`src/rtl/apb_pkg.sv`:
```
// Shared constants and types for the APB master arbiter slice.
package apb_pkg;

   localparam int APB_ADDR_W = 32;
   localparam int APB_DATA_W = 32;
   localparam int MAX_NREQ   = 8;

   typedef enum logic [1:0] {
      IDLE   = 2'd0,
      SETUP  = 2'd1,
      ACCESS = 2'd2
   } apb_state_e;

   // Width of an index able to address n requesters (at least one bit).
   function automatic int idx_width(input int n);
      return (n > 1) ? $clog2(n) : 1;
   endfunction

endpackage

```
`src/rtl/apb_master_arb_if.sv`:
```
// APB bus bundle between the arbiter (master side) and the PD0 APB fabric.
interface apb_master_arb_if;
   import apb_pkg::*;

   logic                  PSEL;
   logic                  PENABLE;
   logic [APB_ADDR_W-1:0] PADDR;
   logic                  PWRITE;
   logic [APB_DATA_W-1:0] PWDATA;
   logic [APB_DATA_W-1:0] PRDATA;
   logic                  PREADY;
   logic                  PSLVERR;

   modport master (
      output PSEL, PENABLE, PADDR, PWRITE, PWDATA,
      input  PRDATA, PREADY, PSLVERR
   );

   modport slave (
      input  PSEL, PENABLE, PADDR, PWRITE, PWDATA,
      output PRDATA, PREADY, PSLVERR
   );

endinterface

```
`src/rtl/apb_master_arb_rr_arbiter.sv`:
```
// Combinational round-robin arbiter: picks the first pending request at or
// above ptr, wrapping at NREQ. Reusable by other fabrics.
module rr_arbiter
   import apb_pkg::*;
#(
   parameter  int NREQ  = 2,
   localparam int IDX_W = idx_width(NREQ)
) (
   input  logic [NREQ-1:0]  req,
   input  logic [IDX_W-1:0] ptr,
   output logic [NREQ-1:0]  grant,
   output logic [IDX_W-1:0] grant_idx,
   output logic             any_req
);

   logic             found;
   int               scan_i;
   logic [IDX_W-1:0] scan_idx;

   // Scan upward from ptr with wrap; the first set request wins.
   always_comb begin
      grant     = '0;
      grant_idx = '0;
      found     = 1'b0;
      scan_i    = 0;
      scan_idx  = '0;
      for (int k = 0; k < NREQ; k++) begin
         scan_i = int'(ptr) + k;
         if (scan_i >= NREQ) begin
            scan_i = scan_i - NREQ;
         end
         scan_idx = IDX_W'(scan_i);
         if (!found && req[scan_idx]) begin
            found            = 1'b1;
            grant[scan_idx]  = 1'b1;
            grant_idx        = scan_idx;
         end
      end
   end

   assign any_req = |req;

endmodule

```
`src/rtl/apb_master_arb.sv`:
```
// Round-robin arbiter plus APB master sequencer for the PD0 APB fabric.
// Optional ACCESS-phase timeout is compiled in with the macro APB_TIMEOUT_EN.
module apb_master_arb
   import apb_pkg::*;
#(
   parameter int NREQ           = 2,
   parameter int TIMEOUT_CYCLES = 255
) (
   input  logic                       PCLK,
   input  logic                       PRESET,
   input  logic [NREQ-1:0]            req_valid,
   input  logic [NREQ-1:0]            req_write,
   input  logic [NREQ*APB_ADDR_W-1:0] req_addr,
   input  logic [NREQ*APB_DATA_W-1:0] req_wdata,
   output logic [NREQ-1:0]            req_ready,
   output logic [NREQ-1:0]            rsp_valid,
   output logic [APB_DATA_W-1:0]      rsp_rdata,
   output logic                       rsp_err,
   apb_master_arb_if.master           apb
);

   localparam int IDX_W = idx_width(NREQ);

   // Parameter sanity: an out-of-range configuration elaborates this
   // otherwise empty scope, which is easy to spot in the hierarchy.
   if (NREQ < 2 || NREQ > MAX_NREQ || TIMEOUT_CYCLES < 1) begin : g_param_out_of_range
   end

   apb_state_e            state_q, state_d;
   logic [IDX_W-1:0]      rr_ptr_q, rr_ptr_d;
   logic [IDX_W-1:0]      gnt_idx_q, gnt_idx_d;
   logic                  psel_q, psel_d;
   logic                  penable_q, penable_d;
   logic [APB_ADDR_W-1:0] paddr_q, paddr_d;
   logic                  pwrite_q, pwrite_d;
   logic [APB_DATA_W-1:0] pwdata_q, pwdata_d;
   logic [NREQ-1:0]       req_ready_q, req_ready_d;
   logic [NREQ-1:0]       rsp_valid_q, rsp_valid_d;
   logic [APB_DATA_W-1:0] rsp_rdata_q, rsp_rdata_d;
   logic                  rsp_err_q, rsp_err_d;

`ifdef APB_TIMEOUT_EN
   localparam int CNT_W = $clog2(TIMEOUT_CYCLES + 1);
   logic [CNT_W-1:0] wait_cnt_q, wait_cnt_d;
`endif

   logic [NREQ-1:0]       arb_grant;
   logic [IDX_W-1:0]      arb_idx;
   logic                  arb_any;
   logic                  sel_write;
   logic [APB_ADDR_W-1:0] sel_addr;
   logic [APB_DATA_W-1:0] sel_wdata;
   logic [IDX_W-1:0]      ptr_after_gnt;

   rr_arbiter #(.NREQ(NREQ)) u_arb (
      .req       (req_valid),
      .ptr       (rr_ptr_q),
      .grant     (arb_grant),
      .grant_idx (arb_idx),
      .any_req   (arb_any)
   );

   // Mux out the payload of whichever requester the arbiter is granting.
   always_comb begin
      sel_write = 1'b0;
      sel_addr  = '0;
      sel_wdata = '0;
      for (int i = 0; i < NREQ; i++) begin
         if (arb_grant[i]) begin
            sel_write = req_write[i];
            sel_addr  = req_addr[i*APB_ADDR_W +: APB_ADDR_W];
            sel_wdata = req_wdata[i*APB_DATA_W +: APB_DATA_W];
         end
      end
   end

   assign ptr_after_gnt = (gnt_idx_q == IDX_W'(NREQ - 1)) ? '0 : gnt_idx_q + 1'b1;

   // Next-state and registered-output logic for the IDLE/SETUP/ACCESS sequence.
   always_comb begin
      state_d     = state_q;
      rr_ptr_d    = rr_ptr_q;
      gnt_idx_d   = gnt_idx_q;
      psel_d      = psel_q;
      penable_d   = penable_q;
      paddr_d     = paddr_q;
      pwrite_d    = pwrite_q;
      pwdata_d    = pwdata_q;
      req_ready_d = '0;
      rsp_valid_d = '0;
      rsp_rdata_d = rsp_rdata_q;
      rsp_err_d   = rsp_err_q;
`ifdef APB_TIMEOUT_EN
      wait_cnt_d  = wait_cnt_q;
`endif

      unique case (state_q)
         IDLE: begin
            if (arb_any) begin
               gnt_idx_d   = arb_idx;
               paddr_d     = sel_addr;
               pwrite_d    = sel_write;
               pwdata_d    = sel_wdata;
               psel_d      = 1'b1;
               penable_d   = 1'b0;
               req_ready_d = arb_grant;
               state_d     = SETUP;
            end
         end

         SETUP: begin
            penable_d = 1'b1;
            state_d   = ACCESS;
`ifdef APB_TIMEOUT_EN
            wait_cnt_d = '0;
`endif
         end

         ACCESS: begin
            if (apb.PREADY) begin
               rsp_rdata_d            = pwrite_q ? '0 : apb.PRDATA;
               rsp_err_d              = apb.PSLVERR;
               rsp_valid_d[gnt_idx_q] = 1'b1;
               psel_d                 = 1'b0;
               penable_d              = 1'b0;
               rr_ptr_d               = ptr_after_gnt;
               state_d                = IDLE;
            end
`ifdef APB_TIMEOUT_EN
            // The cycle in which the wait count would reach the limit ends
            // the transfer with an error instead of waiting further.
            else if (wait_cnt_q == CNT_W'(TIMEOUT_CYCLES - 1)) begin
               rsp_rdata_d            = '0;
               rsp_err_d              = 1'b1;
               rsp_valid_d[gnt_idx_q] = 1'b1;
               psel_d                 = 1'b0;
               penable_d              = 1'b0;
               rr_ptr_d               = ptr_after_gnt;
               state_d                = IDLE;
            end
            else begin
               wait_cnt_d = wait_cnt_q + 1'b1;
            end
`endif
         end

         default: begin
            state_d   = IDLE;
            psel_d    = 1'b0;
            penable_d = 1'b0;
         end
      endcase
   end

   // State and output registers; reset abandons any transfer in flight.
   always_ff @(posedge PCLK) begin
      if (PRESET) begin
         state_q     <= IDLE;
         rr_ptr_q    <= '0;
         gnt_idx_q   <= '0;
         psel_q      <= 1'b0;
         penable_q   <= 1'b0;
         paddr_q     <= '0;
         pwrite_q    <= 1'b0;
         pwdata_q    <= '0;
         req_ready_q <= '0;
         rsp_valid_q <= '0;
         rsp_rdata_q <= '0;
         rsp_err_q   <= 1'b0;
`ifdef APB_TIMEOUT_EN
         wait_cnt_q  <= '0;
`endif
      end else begin
         state_q     <= state_d;
         rr_ptr_q    <= rr_ptr_d;
         gnt_idx_q   <= gnt_idx_d;
         psel_q      <= psel_d;
         penable_q   <= penable_d;
         paddr_q     <= paddr_d;
         pwrite_q    <= pwrite_d;
         pwdata_q    <= pwdata_d;
         req_ready_q <= req_ready_d;
         rsp_valid_q <= rsp_valid_d;
         rsp_rdata_q <= rsp_rdata_d;
         rsp_err_q   <= rsp_err_d;
`ifdef APB_TIMEOUT_EN
         wait_cnt_q  <= wait_cnt_d;
`endif
      end
   end

   assign req_ready   = req_ready_q;
   assign rsp_valid   = rsp_valid_q;
   assign rsp_rdata   = rsp_rdata_q;
   assign rsp_err     = rsp_err_q;
   assign apb.PSEL    = psel_q;
   assign apb.PENABLE = penable_q;
   assign apb.PADDR   = paddr_q;
   assign apb.PWRITE  = pwrite_q;
   assign apb.PWDATA  = pwdata_q;

endmodule
```
`src/flat_wrapper.sv`:
```
// flat-port wrapper written by rule: the top's interface ports become plain ports
module apb_master_arb_flat import apb_pkg::*;
#(
   parameter int NREQ           = 2,
   parameter int TIMEOUT_CYCLES = 255
)
  (PCLK, PRESET, req_valid, req_write, req_addr, req_wdata, req_ready, rsp_valid, rsp_rdata, rsp_err, apb_PSEL, apb_PENABLE, apb_PADDR, apb_PWRITE, apb_PWDATA, apb_PRDATA, apb_PREADY, apb_PSLVERR);
  apb_master_arb_if apb_i ();
  input  logic PCLK;
  input  logic PRESET;
  input  logic [NREQ-1:0] req_valid;
  input  logic [NREQ-1:0] req_write;
  input  logic [NREQ*APB_ADDR_W-1:0] req_addr;
  input  logic [NREQ*APB_DATA_W-1:0] req_wdata;
  output logic [NREQ-1:0] req_ready;
  output logic [NREQ-1:0] rsp_valid;
  output logic [APB_DATA_W-1:0] rsp_rdata;
  output logic rsp_err;
  output wire logic [$bits(apb_i.PSEL)-1:0] apb_PSEL;
  output wire logic [$bits(apb_i.PENABLE)-1:0] apb_PENABLE;
  output wire logic [$bits(apb_i.PADDR)-1:0] apb_PADDR;
  output wire logic [$bits(apb_i.PWRITE)-1:0] apb_PWRITE;
  output wire logic [$bits(apb_i.PWDATA)-1:0] apb_PWDATA;
  input wire logic [$bits(apb_i.PRDATA)-1:0] apb_PRDATA;
  input wire logic [$bits(apb_i.PREADY)-1:0] apb_PREADY;
  input wire logic [$bits(apb_i.PSLVERR)-1:0] apb_PSLVERR;
  assign apb_PSEL = apb_i.PSEL;
  assign apb_PENABLE = apb_i.PENABLE;
  assign apb_PADDR = apb_i.PADDR;
  assign apb_PWRITE = apb_i.PWRITE;
  assign apb_PWDATA = apb_i.PWDATA;
  assign apb_i.PRDATA = apb_PRDATA;
  assign apb_i.PREADY = apb_PREADY;
  assign apb_i.PSLVERR = apb_PSLVERR;
  apb_master_arb #(.NREQ(NREQ), .TIMEOUT_CYCLES(TIMEOUT_CYCLES)) u_core (.PCLK(PCLK), .PRESET(PRESET), .req_valid(req_valid), .req_write(req_write), .req_addr(req_addr), .req_wdata(req_wdata), .req_ready(req_ready), .rsp_valid(rsp_valid), .rsp_rdata(rsp_rdata), .rsp_err(rsp_err), .apb(apb_i));
endmodule
```
`config.mk`:
```
export PLATFORM = sky130hd
export DESIGN_NAME = apb_master_arb_flat
export DESIGN_NICKNAME = d
export VERILOG_FILES = /design/src/rtl/apb_pkg.sv /design/src/rtl/apb_master_arb_if.sv /design/src/rtl/apb_master_arb_rr_arbiter.sv /design/src/rtl/apb_master_arb.sv /design/src/flat_wrapper.sv
export SDC_FILE = /design/constraint.sdc
export NUM_CORES = 1
export LEC_CHECK = 0
export BUFFER_PORTS_ARGS = -buffer_cell sky130_fd_sc_hd__buf_4
export CORE_ASPECT_RATIO = 1.1
export CORE_MARGIN = 2
export CORE_UTILIZATION = 30
export CTS_BUF_LIST = sky130_fd_sc_hd__clkbuf_8 sky130_fd_sc_hd__clkbuf_16
export DETAILED_ROUTE_END_ITERATION = 6
export PLACE_DENSITY = 0.67
export RECOVER_POWER = 50
export REMOVE_ABC_BUFFERS = 1
export SLEW_MARGIN = 10
export SYNTH_ARGS = -nofsm -noshare
export SYNTH_HDL_FRONTEND = slang
export SYNTH_SLANG_ARGS = --single-unit
```
`constraint.sdc`:
```
create_clock -name PCLK -period 2 [get_ports PCLK]
set_input_delay 0.2 -clock PCLK [delete_from_list [all_inputs] [get_ports PCLK]]
set_output_delay 0.2 -clock PCLK [all_outputs]
set_load 0.005 [all_outputs]
```
==> results.py <==
metrics = {
    "grt": {
        "grt_max_degree": 69,
        "grt_pass1_wl_um": 22200,
        "antenna_found_initial": 0,
        "grt_usage": 0.173,
        "grt_pass1_vias": 4414,
        "grt_overflow": 0,
    },
    "worst_setup_path": {
        "slowest_delay_ns": 0.56,
        "cp_cell_sequence": "nor2_4 > buf_4 > nand2_1 > nor3b_1",
        "cp.required_ns": 2.26,
        "cp-start-kind": "flop",
        "rr_worst_depth": 4,
        "critPathCaptureType": "flop",
        "cp_max_fo": 68,
        "cp.arrival_ns": 1.98,
        "critPathSlowestCell": "buf_4",
        "criticalPathCategory": "reg -> reg",
    },
    "placed_design": {
        "place.gp.congestion": 0.718,
        "placed_cells": 842,
        "placed_cell_area_um2": 6640,
        "numPortBuffers": 271,
        "place_ws_ns": 0.234,
        "place_hpwl_um": 10400,
    },
    "yosys": {
        "synth_cell_types": 27,
        "synth-compound-area-share": 0.432,
        "synth_xor_xnor_area_share": 0,
        "synthMuxAreaShare": 0.00443,
        "yosys.area.top_type_share": 0.474,
        "syn_area_um2": 4520,
        "synth_top_family_by_area": "compound AO/OA/AOI/OAI gates",
        "ys_ff_latch": 107,
        "avgSynthCellArea_um2": 10.7,
        "yosys-top-cells-area": "dfxtp_1 47%, a211oi_2 14%, a32oi_1 13%",
        "synth-adder-area-share": 0,
        "yosysWarnings": 0,
        "syn_inst": 422,
        "synth-seq-area-share": 0.474,
        "yosysTopAreaCell": "dfxtp_1",
        "yosys.area_share.simple": 0.0244,
    },
    "floorplanning": {
        "floorplan.initialDensity": 0.304,
        "fp-row-count": 47,
        "io_pins": 272,
        "die_w_um": 121,
        "die_area_um2": 16100,
        "core_area_um2": 14900,
        "dieHeight_um": 133,
    },
    "worst_hold_path": {
        "whs_path_depth": 2,
        "min_path_type": "in -> reg",
    },
    "timing": {
        "fin_crit_sh": 0.857,
        "setup_violations": 0,
        "hold_viol": 0,
        "hold_slack_ns": 0.0556,
        "fmax_ghz": 0.584,
        "layout_setup_ws_ns": 0.286,
        "fin_crit_ns": 1.71,
        "maxSlewHeadroom": 0.327,
        "skew_ns": 0.00763,
        "grt_setup_unrepaired": "no",
        "tns_ns": 0,
        "finalMaxSlewViolations": 0,
        "worst_slew_pin_slew_ns": 1.01,
    },
    "pwr": {
        "seqPwrFrac": 0.453,
        "vdd_drop_max_uv": 347,
        "p_leak_nw": 2.78,
        "p_clk_frac": 0.311,
        "power.density_nw_per_um2": 781,
        "switchingPower_mw": 1.53,
        "combPwrFrac": 0.236,
        "p_total_mw": 5.34,
        "switching_share": 0.287,
        "p_int_mw": 3.81,
    },
    "cts": {
        "clock_path_buffers": 2,
        "clk_pin_slew_ns": 0.07,
        "clkSinkCount": 107,
        "htree_levels": 3,
        "cts_hold_buffers": 0,
        "clockRootBuffer": "clkbuf_16",
        "cts_resized": 0,
        "cts_tree": "yes",
        "clock_latency_ns": 0.34,
        "numCtsBuffers": 9,
        "cts_setup_buffers": 0,
    },
    "cells_and_area": {
        "final_nets": 825,
        "fin_cells": 858,
        "design_area_um2": 6830,
        "area_delta_synth_final_pct": 51.1,
        "antennaDiodeCount": 0,
        "finish.utilization": 0.459,
        "drive_above_1_share": 0.500,
    },
    "route": {
        "avgViaCountPerCell": 5.22,
        "remaining_drc_errors": 0,
        "drt-total-wl_um": 14600,
        "drt_first_iter_violations": 168,
        "drt_first_pass_iters": 5,
        "wl_per_cell_um": 17.0,
        "postRouteAntennaNets": 0,
        "num_vias": 4476,
    },
    "flow_run": {
        "cap_violations": 0,
    },
    "outcome": {
        "status": "completed",
    },
}
cell usage after synthesis:
| library cell | instances |
|---|---|
| dfxtp_1 | 107 |
| a21oi_1 | 67 |
| a32oi_1 | 65 |
| a211oi_2 | 50 |
| clkbuf_1 | 35 |
| a22o_1 | 32 |
| a211oi_1 | 16 |
| buf_2 | 12 |
| nor2_1 | 9 |
| buf_6 | 6 |
| buf_4 | 3 |
| nand2_1 | 3 |
| buf_1 | 2 |
| mux2i_1 | 2 |
| a21boi_2 | 1 |
| a21o_1 | 1 |
| and2_4 | 1 |
| and3b_1 | 1 |
| inv_1 | 1 |
| nand2b_1 | 1 |
| nand3_1 | 1 |
| nand4bb_1 | 1 |
| nor2_2 | 1 |
| nor3_1 | 1 |
| nor3b_1 | 1 |
| o21ai_0 | 1 |
| or2_0 | 1 |
power groups by stage:
stage          registers [mW]  clock network [mW]  logic (mW)
3_5_place_dp             2.47                   0        1.32
4_1_cts                  2.42                1.72        1.31
6_report                 2.42                1.66        1.26
5_1_grt                  2.44                1.79        1.37
3_3_place_gp             2.47                   0        1.28
2_1_floorplan            2.47                   0       0.546
final timing paths:
check                                       from                                end  slack, ns
hold reg to reg    u_core.gnt_idx_q$_SDFFE_PP0P_     u_core.rsp_valid[0]$_SDFF_PP0_       0.46
setup reg to reg  u_core.state_q[1]$_SDFFE_PP0P_     u_core.req_ready[0]$_SDFF_PP0_       0.29
hold / removal                    apb_PRDATA[22]  u_core.rsp_rdata[22]$_SDFFE_PP0P_       0.06
setup / recovery  u_core.state_q[1]$_SDFFE_PP0P_     u_core.req_ready[0]$_SDFF_PP0_       0.29
worst max-delay path, delay by kind of cell, from the launching register on:
kind / cells / cell delay [ns]
and+or+nand+nor: 3 / 0.62
buffers and inverters: 1 / 0.56
DFF: 1 / 0.37
state kept, by name, summed over array words and instances (netlist names):
name / flops
u_core.rsp_valid: 2
u_core.rsp_err: 1
u_core.apb.PSEL: 1
u_core.rsp_rdata: 32
u_core.apb.PADDR: 32
u_core.gnt_idx_q: 1
u_core.req_ready: 2
u_core.state_q: 2
u_core.apb.PWRITE: 1
u_core.rr_ptr_q: 1
u_core.apb.PWDATA: 32
cells by family after synthesis:
family	count (synthesis)
AOI/OAI and AO/OA	233
DFF	107
buffers and inverters	59
and+or+nand+nor	21
muxes	2
per-layer routing:
layer	global-route usage	vias to the layer above	part of all wire
li1	-	2170	-
met5	0	-	0
met2	0.300	209	0.49
met4	0.0478	0	0.0094
met3	0.0647	9	0.096
met1	0.197	2088	0.40
layout make-up:
class	count	area, um^2
timing repair buffer	282	2060
sequential	107	2140
clock inverter	7	52.6
tap	196	245
clock buffer	9	225
multi-input combinational	256	2100
inverter	1	3.75
fill	1407	8050
cells in the final DEF, fill, tap and decap left out, drive strengths merged, types with 2 or more instances in the layout:
cell and n:
a22o 32, nor2 10, clkinvlp 2, mux2i 2
nand2 3, a211oi 66, clkinv 2, a32oi 65
buf 180, dfxtp 107, clkbuf 111, a21oi 67
inv 4
Power figures use the tool's default switching activity.
